$ cat src/rtl/vend_pkg.sv
// Shared vending-machine types: product/coin codes, prices, coin values and the
// credit_manager state encoding. The purchase manager prices from the same constants.
package vend_pkg;

    typedef enum logic [1:0] {
        PROD_APPLE  = 2'b00,
        PROD_BANANA = 2'b01,
        PROD_CARROT = 2'b10,
        PROD_DATE   = 2'b11
    } product_e;

    typedef enum logic [1:0] {
        COIN_5   = 2'b00,
        COIN_10  = 2'b01,
        COIN_25  = 2'b10,
        COIN_100 = 2'b11
    } coin_e;

    typedef enum logic [1:0] {
        ST_IDLE   = 2'b00,
        ST_REQ    = 2'b01,
        ST_WAIT   = 2'b10,
        ST_CHANGE = 2'b11
    } state_e;

    localparam logic [7:0] PRICE_APPLE  = 8'd75;
    localparam logic [7:0] PRICE_BANANA = 8'd20;
    localparam logic [7:0] PRICE_CARROT = 8'd30;
    localparam logic [7:0] PRICE_DATE   = 8'd40;

    localparam logic [7:0] VAL_5   = 8'd5;
    localparam logic [7:0] VAL_10  = 8'd10;
    localparam logic [7:0] VAL_25  = 8'd25;
    localparam logic [7:0] VAL_100 = 8'd100;

    function automatic logic [7:0] coin_value(input logic [1:0] code);
        case (code)
            COIN_5:   coin_value = VAL_5;
            COIN_10:  coin_value = VAL_10;
            COIN_25:  coin_value = VAL_25;
            default:  coin_value = VAL_100;
        endcase
    endfunction

    function automatic logic [7:0] price_of(input logic [1:0] prod);
        case (prod)
            PROD_APPLE:  price_of = PRICE_APPLE;
            PROD_BANANA: price_of = PRICE_BANANA;
            PROD_CARROT: price_of = PRICE_CARROT;
            default:     price_of = PRICE_DATE;
        endcase
    endfunction

endpackage

$ cat src/rtl/change_dispenser.sv
// Greedy change selector: picks the largest of 25/10/5 that fits in the balance.
// A balance below 5 yields value 0, which the caller treats as "nothing to pay".
module change_dispenser
    import vend_pkg::*;
(
    input  logic [7:0] balance_i,
    output logic [1:0] coin_code_o,
    output logic [7:0] coin_value_o
);

    always_comb begin
        coin_code_o  = COIN_5;
        coin_value_o = 8'd0;
        if (balance_i >= VAL_25) begin
            coin_code_o  = COIN_25;
            coin_value_o = VAL_25;
        end else if (balance_i >= VAL_10) begin
            coin_code_o  = COIN_10;
            coin_value_o = VAL_10;
        end else if (balance_i >= VAL_5) begin
            coin_code_o  = COIN_5;
            coin_value_o = VAL_5;
        end
    end

endmodule

$ cat src/rtl/credit_manager.sv
// Customer-side vending controller: accumulates coins, issues buy requests, settles
// the purchase response and pays remaining credit back one coin per cycle.
module credit_manager
    import vend_pkg::*;
#(
    parameter int MAX_CREDIT   = 250,
    parameter int RESP_TIMEOUT = 15
) (
    input  logic       clk,
    input  logic       reset,
    input  logic       coin_valid,
    input  logic [1:0] coin_type,
    input  logic       select_valid,
    input  logic [1:0] select_product,
    input  logic       cancel,
    input  logic       apple,
    input  logic       banana,
    input  logic       carrot,
    input  logic       date,
    input  logic       error,
    output logic       buy,
    output logic [1:0] product,
    output logic [7:0] credit,
    output logic       coin_reject,
    output logic       vend_ok,
    output logic       vend_fail,
    output logic       change_valid,
    output logic [1:0] change_coin,
    output logic       busy,
    output state_e     state_dbg
);

    localparam int TW = $clog2(RESP_TIMEOUT + 1);

    state_e         state_q, state_d;
    logic [7:0]     credit_q, credit_d;
    logic [1:0]     product_q, product_d;
    logic [TW-1:0]  timer_q, timer_d;
    logic           buy_q, buy_d;
    logic           coin_reject_q, coin_reject_d;
    logic           vend_ok_q, vend_ok_d;
    logic           vend_fail_q, vend_fail_d;
    logic           change_valid_q, change_valid_d;
    logic [1:0]     change_coin_q, change_coin_d;

    logic [8:0]     coin_sum;
    logic           coin_fits;
    logic [3:0]     dispense;
    logic           any_resp;
    logic           one_hot;
    logic [7:0]     price;
    logic           resp_ok;
    logic           timed_out;
    logic [1:0]     chg_code;
    logic [7:0]     chg_value;

    change_dispenser u_change_dispenser (
        .balance_i   (credit_q),
        .coin_code_o (chg_code),
        .coin_value_o(chg_value)
    );

    // A success only counts if it names our product alone and the credit covers it.
    always_comb begin
        coin_sum  = {1'b0, credit_q} + {1'b0, coin_value(coin_type)};
        coin_fits = (coin_sum <= 9'(MAX_CREDIT));
        dispense  = {date, carrot, banana, apple};
        any_resp  = (|dispense) | error;
        one_hot   = ((dispense & (dispense - 4'd1)) == 4'd0) && (dispense != 4'd0);
        price     = price_of(product_q);
        resp_ok   = !error && one_hot && dispense[product_q] && (credit_q >= price);
        timed_out = (timer_q == TW'(RESP_TIMEOUT - 1));
    end

    always_ff @(posedge clk) begin
        if (!reset) begin
            state_q        <= ST_IDLE;
            credit_q       <= 8'd0;
            product_q      <= 2'b00;
            timer_q        <= '0;
            buy_q          <= 1'b0;
            coin_reject_q  <= 1'b0;
            vend_ok_q      <= 1'b0;
            vend_fail_q    <= 1'b0;
            change_valid_q <= 1'b0;
            change_coin_q  <= 2'b00;
        end else begin
            state_q        <= state_d;
            credit_q       <= credit_d;
            product_q      <= product_d;
            timer_q        <= timer_d;
            buy_q          <= buy_d;
            coin_reject_q  <= coin_reject_d;
            vend_ok_q      <= vend_ok_d;
            vend_fail_q    <= vend_fail_d;
            change_valid_q <= change_valid_d;
            change_coin_q  <= change_coin_d;
        end
    end

    always_comb begin
        state_d   = state_q;
        credit_d  = credit_q;
        product_d = product_q;
        timer_d   = timer_q;
        case (state_q)
            ST_IDLE: begin
                if (cancel) begin
                    if (credit_q != 8'd0) state_d = ST_CHANGE;
                end else begin
                    if (coin_valid && coin_fits) credit_d = coin_sum[7:0];
                    if (select_valid) begin
                        product_d = select_product;
                        state_d   = ST_REQ;
                    end
                end
            end
            ST_REQ: begin
                state_d = ST_WAIT;
                timer_d = '0;
            end
            ST_WAIT: begin
                if (any_resp) begin
                    state_d = ST_IDLE;
                    if (resp_ok) begin
                        credit_d = credit_q - price;
                        if (credit_q != price) state_d = ST_CHANGE;
                    end
                end else if (timed_out) begin
                    state_d = ST_IDLE;
                end else begin
                    timer_d = timer_q + TW'(1);
                end
            end
            ST_CHANGE: begin
                credit_d = credit_q - chg_value;
                if (credit_q == chg_value) state_d = ST_IDLE;
            end
            default: state_d = ST_IDLE;
        endcase
    end

    always_comb begin
        buy_d          = (state_d == ST_REQ);
        coin_reject_d  = coin_valid && ((state_q != ST_IDLE) || cancel || !coin_fits);
        vend_ok_d      = (state_q == ST_WAIT) && any_resp && resp_ok;
        vend_fail_d    = (state_q == ST_WAIT) && (any_resp ? !resp_ok : timed_out);
        change_valid_d = (state_q == ST_CHANGE) && (chg_value != 8'd0);
        change_coin_d  = change_valid_d ? chg_code : 2'b00;
    end

    assign buy          = buy_q;
    assign product      = product_q;
    assign credit       = credit_q;
    assign coin_reject  = coin_reject_q;
    assign vend_ok      = vend_ok_q;
    assign vend_fail    = vend_fail_q;
    assign change_valid = change_valid_q;
    assign change_coin  = change_coin_q;
    assign busy         = (state_q != ST_IDLE);
    assign state_dbg    = state_q;

endmodule

$ cat config.mk
export PLATFORM = sky130hd
export DESIGN_NAME = credit_manager
export DESIGN_NICKNAME = d
export VERILOG_FILES = /design/src/rtl/vend_pkg.sv /design/src/rtl/change_dispenser.sv /design/src/rtl/credit_manager.sv
export SDC_FILE = /design/constraint.sdc
export NUM_CORES = 1
export LEC_CHECK = 0
export ABC_CLOCK_PERIOD_IN_PS = 4500
export CORE_ASPECT_RATIO = 1.2
export CORE_MARGIN = 2
export CORE_UTILIZATION = 55
export DETAILED_ROUTE_END_ITERATION = 10
export PLACE_DENSITY = 0.8
export SYNTH_ARGS = -nofsm -noshare
export SYNTH_HDL_FRONTEND = slang
export SYNTH_SLANG_ARGS = --single-unit
$ cat constraint.sdc
create_clock -name clk -period 4.5 [get_ports clk]
set_input_delay 0.9 -clock clk [delete_from_list [all_inputs] [get_ports clk]]
set_output_delay 0.9 -clock clk [all_outputs]
set_load 0.005 [all_outputs]
==> After elaboration in Yosys (flattened, before gate mapping) <==
Index checks and enable logic that the tools add are counted.
{ "totals": {"regBits": 23, "word_cells": 102, "out_inout_bits": 20, "input_bits": 14} }
{ "op_classes": {"muxes": 27, "eq_ne": 17, "reduce_logical": 31, "bitwise_logic": 5, "order_cmp": 6, "add_sub_neg": 5} }
{ "ops": {"columns": ["operator", "n"], "rows": [
  ["8-bit two-way mux", 6],
  ["7-bit one-hot mux with 3 select lines", 2],
  ["8-bit one-hot mux with 3 select lines", 1],
  ["2-bit two-way mux", 9],
  ["8-bit nonzero test", 2],
  ["8-bit subtractor", 2],
  ["2-bit != test, second input constant", 6],
  ["1-bit logical AND", 10],
  ["8-bit by 8-bit adder with 9-bit output", 1],
  ["9-bit by 8-bit <= comparator with 1-bit output, second input constant", 1],
  ["2-bit by 1-bit == test with 1-bit output, second input constant", 4],
  ["2-bit == test, second input constant", 4],
  ["8-bit == test", 1],
  ["8-bit by 3-bit >= comparator with 1-bit output, second input constant", 1],
  ["8-bit by 4-bit >= comparator with 1-bit output, second input constant", 1],
  ["8-bit by 5-bit >= comparator with 1-bit output, second input constant", 1],
  ["8-bit >= comparator", 1],
  ["4-bit two-way mux", 2],
  ["8-bit != test", 1],
  ["2-bit one-hot mux with 4 select lines", 1],
  ["4-bit one-hot mux with 2 select lines", 1],
  ["2-bit zero test", 3],
  ["3-bit AND reduction", 2],
  ["5-bit AND reduction", 1],
  ["19 further kinds", 27]
]} }

==> Logic depth before layout (Yosys ltp) <==
Gate-level depths: netlist of the first run.
{ "logic_depth": {"word_depth": 11, "ltp_mapped": 17, "mapped_depth_nobuf": 16} }

==> By module <==
From an unflattened synthesis of the first run, not the netlist that was laid out.
{ "hier_totals": {"cells_unflattened": 333, "hier_area_um2": 2612.5} }
{ "by_module_without_submodules": {"columns": ["mod", "seq_area_each_um2", "n_inst", "area_each_um2", "cells_each"], "rows": [
  ["credit_manager", 460.4, 1, 2461.1, 310],
  ["change_dispenser", 0.0, 1, 151.4, 23]
]} }

==> Least setup slack after synthesis of the first run <==
OpenSTA, ideal clock, no wires.
{ "synth_path": {"path_type": "input to register", "from": "input port coin_type[0]", "to": "register credit_q[0], in the netlist credit[0]", "slack_ns": 0.643, "n_path_buf": 1, "setup_time_ns": 0.072, "cell_stages": 14, "arrival_ns": 3.785, "required_ns": 4.428, "path_cell_list": "ha_1 > buf_6 > nor2_1 > ha_1 > inv_1 > fa_1 > and2b_1 > o221ai_2 > a211oi_1 > a2111oi_2 > or4b_1 > and4bb_4 > a21oi_4 > mux2i_1"} }
{ "synth_via": {"elab_chain_len": 7, "word_cells_on_any_way": 12, "classes_between": "add/sub (1); order compare (1); eq/ne (3); mux (4); reduce/logical (3)"} }
{ "synth_rtl": {"columns": ["element", "line_no", "text"], "rows": [
  ["start, declared", "credit_manager.sv:12", "input logic [1:0] coin_type,"],
  ["2-bit == test, or another cell as far along", "vend_pkg.sv:37", "case (code)"],
  ["7-bit one-hot mux with 3 select lines (*)", "vend_pkg.sv:37", null],
  ["8-bit by 8-bit adder with 9-bit output (*)", "credit_manager.sv:65", "coin_sum = {1'b0, credit_q} + {1'b0, coin_value(coin_type)};"],
  ["9-bit by 8-bit <= comparator with 1-bit output", "credit_manager.sv:66", "coin_fits = (coin_sum <= 9'(MAX_CREDIT));"],
  ["1-bit logical AND", "credit_manager.sv:111", "if (coin_valid && coin_fits) credit_d = coin_sum[7:0];"],
  ["2-bit != test (no line)", null, null],
  ["5-bit AND reduction (no line)", null, null],
  ["end signal, assigned", "credit_manager.sv:89", "credit_q <= credit_d;"],
  ["end, declared", "credit_manager.sv:36", "logic [7:0] credit_q, credit_d;"]
]} }
Every way passes the cells marked *; elsewhere a longest branch is shown, timed or not. The select of a mux whose other input is x is not followed.
A chain may end at the register's enable or synchronous reset.

==> Worst setup path in the final report of the first run <==
{ "layout_path": {"from": "input port coin_type[1]", "to": "register credit_q[0], in the netlist credit[0]"} }
Same word-level chain as after synthesis.

==> flow_metrics.env, run 1 <==
export IMPL_placed_cell_area_um2=2810
export IMPL_cts_max_level=1
export IMPL_clkPwrFrac=0.092
export IMPL_power_per_cell_area_nw_per_um2=522
export IMPL_period_share=0.953
export IMPL_wl_per_cell_um=15.5
export IMPL_p_leak_uw=0.00118
export IMPL_place_gp_congestion=0.886
export IMPL_path_class="in2reg"
export IMPL_fin_setup_tns_ns=0
export IMPL_setup_viol=0
export IMPL_port_buffers=33
export IMPL_p_switching_uw=727
export IMPL_rsz0062_at_grt="true"
export IMPL_syn_area_um2=2430
export IMPL_combPwrFrac=0.712
export IMPL_hold_viol_final=0
export IMPL_wl_um=6300
export IMPL_drt_iter0_drc=211
export IMPL_period_needed_ns=4.29
export IMPL_cp_data_arrival_time_ns=4.50
export IMPL_timing_hold_ws_ns=0.540
export IMPL_seq_power_share=0.196
export IMPL_maxCapViolCount=0
export IMPL_intPower_uw=774
export IMPL_synth_fp_nets=366
export IMPL_synth_seq_area_share=0.189
export IMPL_via_per_inst=6.17
export IMPL_ys_flop_type="dfxtp_1"
export IMPL_critPathCaptureType="register"
export IMPL_grt_pass1_vias=2266
export IMPL_grt_util_all_layers=0.252
export IMPL_clk_latency_ns=0.27
export IMPL_place_hpwl_um=4700
export IMPL_dp_cells=402
export IMPL_pin_count=34
export IMPL_core_area_um2=4260
export IMPL_critPathLaunchType="input port"
export IMPL_num_vias=2512
export IMPL_drc=0
export IMPL_row_count=26
export IMPL_syn_mean_instance_area_um2=7.58
export IMPL_drive_above_1_share=0.0570
export IMPL_switching_share=0.484
export IMPL_layout_nets=397
export IMPL_peakVddDrop_v=0.000588
export IMPL_fill_cells=381
export IMPL_ys_warn_count=0
export IMPL_yosysUniqueCellTypes=58
export IMPL_die_y_um=76.9
export IMPL_cts_resized=0
export IMPL_cts_made_buffers=3
export IMPL_clock_path_buffers=2
export IMPL_die_w_um=64.7
export IMPL_synth_edf_count=0
export IMPL_area_delta_synth_final_pct=18.2
export IMPL_antenna_found_initial=0
export IMPL_die_area_um2=4970
export IMPL_grt_pass1_wl_um=10300
export IMPL_clock_root_buffer="clkbuf_8"
export IMPL_fin_cells=407
export IMPL_synthArstFlopShare=0
export IMPL_slew_headroom=0.491
export IMPL_clk_pin_slew_ns=0.09
export IMPL_required_ns=4.71
export IMPL_initial_core_util=0.571
export IMPL_hold_buffers=0
export IMPL_drtPass1Iterations=5
export IMPL_cts_tree="yes"
export IMPL_cp_max_fo=8
export IMPL_final_core_util=0.675
export IMPL_slew_violations=0
export IMPL_cts_num_sinks=23
export IMPL_num_antenna_cells=0
export IMPL_grt_overflow_total=0
export IMPL_status="complete, no violations"
export IMPL_drtAntennaViolNets=0
export IMPL_synth_seq_cells=23
export IMPL_tightest_slew_ns=0.762
export IMPL_fmax_ghz=0.233
export IMPL_synthCells=321
export IMPL_post_cts_setup_buffers=0
export IMPL_grt_max_degree=27
export IMPL_fin_skew_ns=0.00140
export IMPL_hp_class="reg2reg"
export IMPL_final_area_um2=2880
-- synth_stat cells (6+ instances only) --
cell type	instances	area [µm²]
a21oi_1	20	100
clkbuf_1	10	37.5
dfxtp_1	23	460
ha_1	28	350
inv_1	24	90.1
mux2i_1	7	70.1
nand2_1	33	124
nand2b_1	7	43.8
nand3_1	10	50.1
nor2_1	30	113
nor3_1	9	45.0
o211ai_1	10	75.1
o21a_1	8	60.1
o21ai_0	25	125
xnor2_1	6	52.6
-- sequential cells by signal, summed over array words and instances, names as in the netlist, 2 cells and up --
register / flops
product: 2
state_dbg: 2
credit: 8
change_coin: 2
timer_q: 4
-- path summary, 6_finish.rpt --
| check | start | end | slack (ns) | cells after the start |
|---|---|---|---|---|
| worst max-delay path | coin_type[1] | credit[0] | 0.21 | 17 |
| worst min register to register | product[1] | product[1] | 0.54 | 2 |
| worst min-delay path | product[1] | product[1] | 0.54 | 2 |
| worst max register to register | credit[6] | credit[7] | 0.98 | 11 |
-- cell type report --
type / instances / area, µm² / area share
Timing Repair Buffer: 38 / 380 / 0.132
Inverter: 24 / 90.1 / 0.0313
Tap cell: 56 / 70.1 / 0.0244
Clock inverter: 1 / 5.00 / 0.00174
Sequential cell: 23 / 460 / 0.160
Clock buffer: 3 / 41.3 / 0.0144
Multi-Input combinational cell: 262 / 1830 / 0.636
-- cells by family (layout without fill, tap and decap cells) --
group	after synthesis	after routing	share of synthesized area
simple gates	115	115	0.232
compound gates	98	98	0.277
buf+inv	36	66	0.0592
fa+ha+maj	31	31	0.169
flops	23	23	0.189
xor+xnor	10	10	0.0360
mux	8	8	0.0381
-- cells in the final DEF, fill, tap and decap left out, types with 6 or more instances in the layout --
master           synthesis  layout
a21oi_1                 20      20
o21a_1                   8       8
clkdlybuf4s50_1          0      33
nor2_1                  30      30
nor3_1                   9       9
mux2i_1                  7       7
o211ai_1                10      10
o21ai_0                 25      25
nand2_1                 33      33
ha_1                    28      28
xnor2_1                  6       6
nand2b_1                 7       7
nand3_1                 10      10
inv_1                   24      24
dfxtp_1                 23      23
-- power groups by stage --
| stage | Clock [µW] | Combinational (µW) | Sequential (µW) |
|---|---|---|---|
| 4_1_cts | 139 | 1040 | 294 |
| 3_5_place_dp | 0 | 1030 | 298 |
| 2_1_floorplan | 0 | 774 | 272 |
| 6_report | 138 | 1070 | 295 |
| 3_3_place_gp | 0 | 1020 | 297 |
| 5_1_grt | 142 | 1180 | 301 |
-- per-layer routing --
layer,vias up,share of wire,track usage
li1,1227,-,-
met1,1172,0.44,0.324
met2,103,0.48,0.444
met3,10,0.064,0.0264
met4,0,0.016,0.0596
met5,-,0,0
-- per-stage QoR --
stage	total power, µW	setup WS (ns)
5_1_grt	1620	-0.0343
3_3_place_gp	1320	0.0763
3_5_place_dp	1330	-0.105
4_1_cts	1470	0.199
2_1_floorplan	1050	0.643
6_report	1500	0.213
-- worst max-delay path, cell delays in order --
cell and delay (ns):
clkdlybuf4s50_1 0.50, inv_1 0.12, ha_1 0.14, nor2_1 0.04, nor2_1 0.09, ha_1 0.19
inv_1 0.06, fa_1 0.39, and2b_1 0.27, o221ai_2 0.15, a211oi_1 0.31, a2111oi_2 0.13
or4b_1 0.48, and4bb_4 0.24, a21oi_4 0.16, buf_12 0.15, mux2i_1 0.18
Note: power is estimated with default switching activity, not from simulation.
==> inputs of run 2 (changes only) <==
--- a/config.mk
+++ b/config.mk
@@ -9,7 +9,9 @@
 export CORE_ASPECT_RATIO = 1.2
 export CORE_MARGIN = 2
 export CORE_UTILIZATION = 55
+export CTS_CLUSTER_DIAMETER = 40
 export DETAILED_ROUTE_END_ITERATION = 10
+export GPL_TIMING_DRIVEN = 0
 export PLACE_DENSITY = 0.8
 export SYNTH_ARGS = -nofsm -noshare
 export SYNTH_HDL_FRONTEND = slang
==> run 2 against run 1 <==
Total power grew 1.5%. Utilization grew 0.44 points. Setup slack gained 0.13 ns. Final area grew 0.65%. Register-to-register slack lost 0.27 ns. Via count grew 2.8%. Final cell count grew 1.7%. Largest cell class unchanged.
==> flow_metrics.env, run 2 (same netlist as run 1, synthesis figures left out) <==
export IMPL_drive_above_1_share=0.0587
export IMPL_slew_headroom=0.639
export IMPL_final_common_cell="nand2_1"
export IMPL_die_w_um=64.7
export IMPL_setup_viol=0
export IMPL_wl_per_cell_um=15.9
export IMPL_clk_latency_ns=0.28
export IMPL_clock_root_buffer="clkbuf_8"
export IMPL_hp_class="reg2reg"
export IMPL_grt_max_degree=14
export IMPL_required_ns=4.71
export IMPL_cts_num_sinks=23
export IMPL_timing_rr_start="credit[5]"
export IMPL_cp_data_arrival_time_ns=4.37
export IMPL_antenna_found_initial=0
export IMPL_clock_path_buffers=2
export IMPL_startpoint="coin_type[0]"
export IMPL_core_area_um2=4260
export IMPL_slew_violations=0
export IMPL_fin_skew_ns=0.00796
export IMPL_num_antenna_cells=0
export IMPL_die_y_um=76.9
export IMPL_r2r_cells=12
export IMPL_power_per_cell_area_nw_per_um2=526
export IMPL_place_hpwl_um=5170
export IMPL_peakVddDrop_v=0.000504
export IMPL_final_cell_mix="nand2_1 (33), nor2_1 (30), clkdlybuf4s50_1 (30), ha_1 (28), o21ai_0 (25)"
export IMPL_layout_nets=404
export IMPL_pin_count=34
export IMPL_period_share=0.925
export IMPL_num_vias=2583
export IMPL_tightest_slew_ns=0.541
export IMPL_grt_use_met3=0.0249
export IMPL_period_needed_ns=4.16
export IMPL_port_buffers=32
export IMPL_cts_tree="yes"
export IMPL_drtAntennaViolNets=0
export IMPL_grtUsageMet1=0.353
export IMPL_critPathLaunchType="input port"
export IMPL_rsz0062_at_grt="false"
export IMPL_timing_hold_ws_ns=0.532
export IMPL_status="complete, no violations"
export IMPL_drc=0
export IMPL_row_count=26
export IMPL_grt_util_met2=0.459
export IMPL_clk_pin_slew_ns=0.09
export IMPL_grt_pass1_wl_um=10600
export IMPL_rr_endpoint="credit[7]"
export IMPL_drtPass1Iterations=5
export IMPL_grt_busiest_layer="met2"
export IMPL_area_delta_synth_final_pct=19.0
export IMPL_wl_um=6600
export IMPL_via_per_inst=6.24
export IMPL_grt_util_all_layers=0.264
export IMPL_largest_register_ffs=8
export IMPL_die_area_um2=4970
export IMPL_cts_made_buffers=3
export IMPL_final_area_um2=2890
export IMPL_initial_core_util=0.571
export IMPL_placed_cell_area_um2=2820
export IMPL_hold_buffers=0
export IMPL_drt_iter0_drc=247
export IMPL_grt_pass1_vias=2266
export IMPL_crit_path_end="credit[2]"
export IMPL_fmax_ghz=0.240
export IMPL_r2r_slack_ns=0.71
export IMPL_path_class="in2reg"
export IMPL_cts_max_level=1
export IMPL_place_gp_congestion=0.958
export IMPL_critPathCaptureType="register"
export IMPL_grt_overflow_total=0
export IMPL_p_leak_uw=0.00120
export IMPL_hold_viol_final=0
export IMPL_cp_max_fo=10
export IMPL_maxCapViolCount=0
export IMPL_fill_cells=378
-- run 2: cell count changes in the layout (fill, tap and decap cells not counted), moves of 2 or more --
cell and change:
dlymetal6s2s_1 +2, clkdlybuf4s50_1 -3, clkbuf_1 +10, buf_4 -3
-- run 2: metal layers --
layer	vias up	share of wire	wire [µm]
li1	1245	-	-
met5	-	0	0
met2	111	0.49	3220
met4	0	0.013	88
met3	11	0.058	384
met1	1216	0.44	2910
-- run 2: layout make-up --
class / instances / area, µm² / share of cell area
Multi-Input combinational cell: 262 / 1840 / 0.636
Sequential cell: 23 / 460 / 0.159
Timing Repair Buffer: 33 / 333 / 0.115
Inverter: 24 / 90.1 / 0.0311
Tap cell: 56 / 70.1 / 0.0242
Buffer: 12 / 53.8 / 0.0186
Clock buffer: 3 / 41.3 / 0.0143
Clock inverter: 1 / 5.00 / 0.00173
-- run 2: power by group --
| group | internal (µW) | switching [µW] | total, µW |
|---|---|---|---|
| Combinational | 480 | 626 | 1110 |
| Clock | 62.1 | 75.3 | 137 |
| Sequential | 233 | 47.6 | 280 |
-- run 2: worst min-delay path by stage --
stage          startpoint          to  slack, ns  depth (start not counted)
2_1_floorplan  product[1]  product[1]       0.50                          2
3_3_place_gp   product[1]  product[1]       0.52                          2
3_5_place_dp   product[1]  product[1]       0.51                          2
4_1_cts        product[1]  product[1]       0.53                          2
5_1_grt        product[1]  product[1]       0.56                          2
6_report       product[1]  product[1]       0.53                          2
-- run 2: metrics by stage --
step	setup TNS (ns)	total power, µW	util	setup WS [ns]	cells
2_1_floorplan	0	1050	-	0.643	321
3_3_place_gp	-1.10	1330	0.662	-0.154	409
3_5_place_dp	-1.99	1350	0.662	-0.278	409
4_1_cts	0	1480	0.673	0.0123	413
5_1_grt	0	1640	0.679	0.178	414
6_report	0	1520	0.679	0.339	414
-- run 2: worst max-delay path, stage by stage --
cell,delay (ns)
dlymetal6s2s_1,0.16
ha_1,0.22
buf_6,0.14
nor2_1,0.12
ha_1,0.19
inv_1,0.06
fa_1,0.42
and2b_2,0.27
o22ai_1,0.10
xnor2_1,0.28
o2111ai_2,0.17
or4b_1,0.54
and4bb_4,0.24
a21oi_4,0.32
mux2i_1,0.23
-- run 2: repair_timing --
item,CTS,global route
resized for setup,0,5
pin swaps,1,2
setup buffers,0,1
setup endpoints to repair,1,8
==> inputs of run 3 (changes only) <==
--- a/config.mk
+++ b/config.mk
@@ -5,14 +5,12 @@
 export SDC_FILE = /design/constraint.sdc
 export NUM_CORES = 1
 export LEC_CHECK = 0
-export ABC_CLOCK_PERIOD_IN_PS = 4500
 export CORE_ASPECT_RATIO = 1.2
-export CORE_MARGIN = 2
-export CORE_UTILIZATION = 55
+export CORE_UTILIZATION = 50
 export CTS_CLUSTER_DIAMETER = 40
 export DETAILED_ROUTE_END_ITERATION = 10
 export GPL_TIMING_DRIVEN = 0
-export PLACE_DENSITY = 0.8
+export PLACE_DENSITY = 0.77
 export SYNTH_ARGS = -nofsm -noshare
 export SYNTH_HDL_FRONTEND = slang
 export SYNTH_SLANG_ARGS = --single-unit
==> constraint.sdc (replaced) <==
create_clock -name clk -period 3.53 [get_ports clk]
set_input_delay 0.706 -clock clk [delete_from_list [all_inputs] [get_ports clk]]
set_output_delay 0.706 -clock clk [all_outputs]
set_load 0.005 [all_outputs]
==> run 3 against run 2 <==
Total power rose by 30%. Via count fell by 3.0%. Utilization fell by 0.68 points. Final cell count increased by 1.4%. Global-route usage is 0.22 points higher. Register-to-register slack worse by 0.52 ns. Clock skew decreased by 0.0039 ns. Largest cell class unchanged. Highest routed layer unchanged.
==> flow_metrics.env, run 3 (same netlist as run 1, synthesis figures left out) <==
export IMPL_p_leak_uw=0.00124
export IMPL_hold_viol_final=0
export IMPL_final_cell_mix="nand2_1 (33), clkdlybuf4s50_1 (30), nor2_1 (28), o21ai_0 (25), ha_1 (24)"
export IMPL_place_hpwl_um=4890
export IMPL_r2r_cells=11
export IMPL_status="complete, no violations"
export IMPL_cp_data_arrival_time_ns=3.73
export IMPL_fin_setup_tns_ns=0
export IMPL_path_class="in2reg"
export IMPL_wl_um=6470
export IMPL_rsz0062_at_grt="true"
export IMPL_fin_ws_ns=0.0131
export IMPL_drt_iter0_drc=111
export IMPL_maxCapViolCount=0
export IMPL_grt_pass1_vias=2430
export IMPL_period_needed_ns=3.52
export IMPL_clock_path_buffers=2
export IMPL_hp_class="reg2reg"
export IMPL_slowest_stage="or4b_1"
export IMPL_grt_overflow_total=0
export IMPL_dpl_worst_slack_ns=-0.837
export IMPL_drc=0
export IMPL_pin_count=34
export IMPL_critPathLaunchType="input port"
export IMPL_path_delay_family="simple AND/OR/NAND/NOR gates"
export IMPL_wl_per_cell_um=15.4
export IMPL_r2r_slack_ns=0.19
export IMPL_cts_made_buffers=3
export IMPL_drive_above_1_share=0.127
export IMPL_slew_violations=0
export IMPL_tightest_slew_ns=0.479
export IMPL_hold_depth=2
export IMPL_drtAntennaViolNets=0
export IMPL_place_gp_congestion=0.888
export IMPL_initial_core_util=0.526
export IMPL_cts_num_sinks=23
export IMPL_slew_headroom=0.680
export IMPL_antenna_found_initial=0
export IMPL_placed_cell_area_um2=2850
export IMPL_cpPeakStageDelay_ns=0.48
export IMPL_dp_cells=411
export IMPL_setup_viol=0
export IMPL_power_per_cell_area_nw_per_um2=637
export IMPL_cts_max_level=1
export IMPL_die_area_um2=5150
export IMPL_hold_buffers=0
export IMPL_fin_cells=420
export IMPL_path_buf_inv=4
export IMPL_die_y_um=78.4
export IMPL_largest_register_ffs=8
export IMPL_clock_root_buffer="clkbuf_8"
export IMPL_fmax_ghz=0.284
export IMPL_rr_endpoint="credit[4]"
export IMPL_critPathCaptureType="register"
export IMPL_timing_rr_start="credit[1]"
export IMPL_grt_util_all_layers=0.266
export IMPL_hp_start="product[1]"
export IMPL_required_ns=3.74
export IMPL_num_vias=2505
export IMPL_core_area_um2=4630
export IMPL_via_per_inst=5.96
export IMPL_grt_max_degree=14
export IMPL_final_common_cell="nand2_1"
export IMPL_hold_end="product[1]"
export IMPL_clk_pin_slew_ns=0.09
export IMPL_row_count=27
export IMPL_fin_skew_ns=0.00407
export IMPL_path_cells="buf_12 -> clkinv_8 -> ha_4 -> nor2_4 -> nor2_4 -> ha_4 -> inv_2 -> fa_2 -> and2b_2 -> o221a_1 -> mux2i_2 -> a2111oi_4 -> or4b_1 -> and4bb_4 -> a21oi_4 -> buf_12 -> mux2i_1"
export IMPL_layout_nets=408
export IMPL_drtPass1Iterations=4
export IMPL_grt_pass1_wl_um=10800
export IMPL_port_buffers=32
export IMPL_final_area_um2=3110
export IMPL_clk_latency_ns=0.27
export IMPL_area_delta_synth_final_pct=27.9
export IMPL_peakVddDrop_v=0.000801
export IMPL_cp_max_fo=8
export IMPL_num_antenna_cells=0
export IMPL_period_share=0.996
export IMPL_die_w_um=65.7
export IMPL_cts_tree="yes"
[run 3: cell types whose count changed in the layout (fill, tap and decap cells not counted), sizes merged]
| cell | previous run | this run |
|---|---|---|
| buf | 3 | 10 |
| clkinv | 1 | 3 |
| dlymetal6s2s | 2 | 0 |
| inv | 24 | 22 |
| clkbuf | 13 | 12 |
[run 3: stage by stage]
stage / utilization / power [µW] / hold WS (ns)
after global routing: 0.672 / 2150 / 0.602
after CTS: 0.656 / 1920 / 0.550
after global placement: 0.616 / 1670 / 0.517
after floorplan: - / 1340 / 0.497
after detailed placement: 0.616 / 1680 / 0.538
final: 0.672 / 1980 / 0.550
[run 3: layout make-up]
class / count / area, µm²
multi-input combinational: 262 / 1970
fill: 377 / 1520
sequential: 23 / 462
timing repair buffer: 39 / 405
inverter: 24 / 115
tap: 58 / 72.6
clock buffer: 3 / 41.3
buffer: 10 / 38.8
clock inverter: 1 / 5.00
[run 3: how the worst max path moves through the flow]
stage | from | endpoint | slack, ns | cells after the start
final | coin_type[1] | credit[4] | 0.01 | 17
after global routing | coin_type[1] | credit[2] | -0.08 | 17
after CTS | coin_type[0] | credit[2] | -0.02 | 17
after detailed placement | coin_type[0] | credit[7] | -0.84 | 15
after global placement | coin_type[1] | credit[3] | -0.83 | 15
after floorplan | coin_type[0] | credit[0] | 0.02 | 14
[run 3: routing by layer]
metal,up-vias,global-route usage,wire length (µm)
met1,1167,0.314,2810
met4,0,0.0717,108
met5,-,0,0
met2,74,0.485,3250
li1,1252,-,-
met3,12,0.0407,301
[run 3: worst reg2reg max path: stages (launching register included)]
cell	delay, ns
dfxtp_1	0.60
inv_1	0.19
fa_2	0.42
and2b_2	0.25
o221a_1	0.25
mux2i_2	0.27
a2111oi_4	0.08
or4b_1	0.48
and4bb_4	0.24
a21oi_4	0.16
buf_12	0.15
mux2i_1	0.18
[run 3: repair_timing]
item,CTS,global route
pin swaps,6,11
resized for setup,34,12
buffers inserted,4,3
endpoints found under the setup margin,9,8
[run 3: power by group]
part           switching [µW]  internal (µW)  total (µW)
registers                71.9            297         369
logic                     790            653        1440
clock network            91.5           79.1         171
total                     953           1030        1980
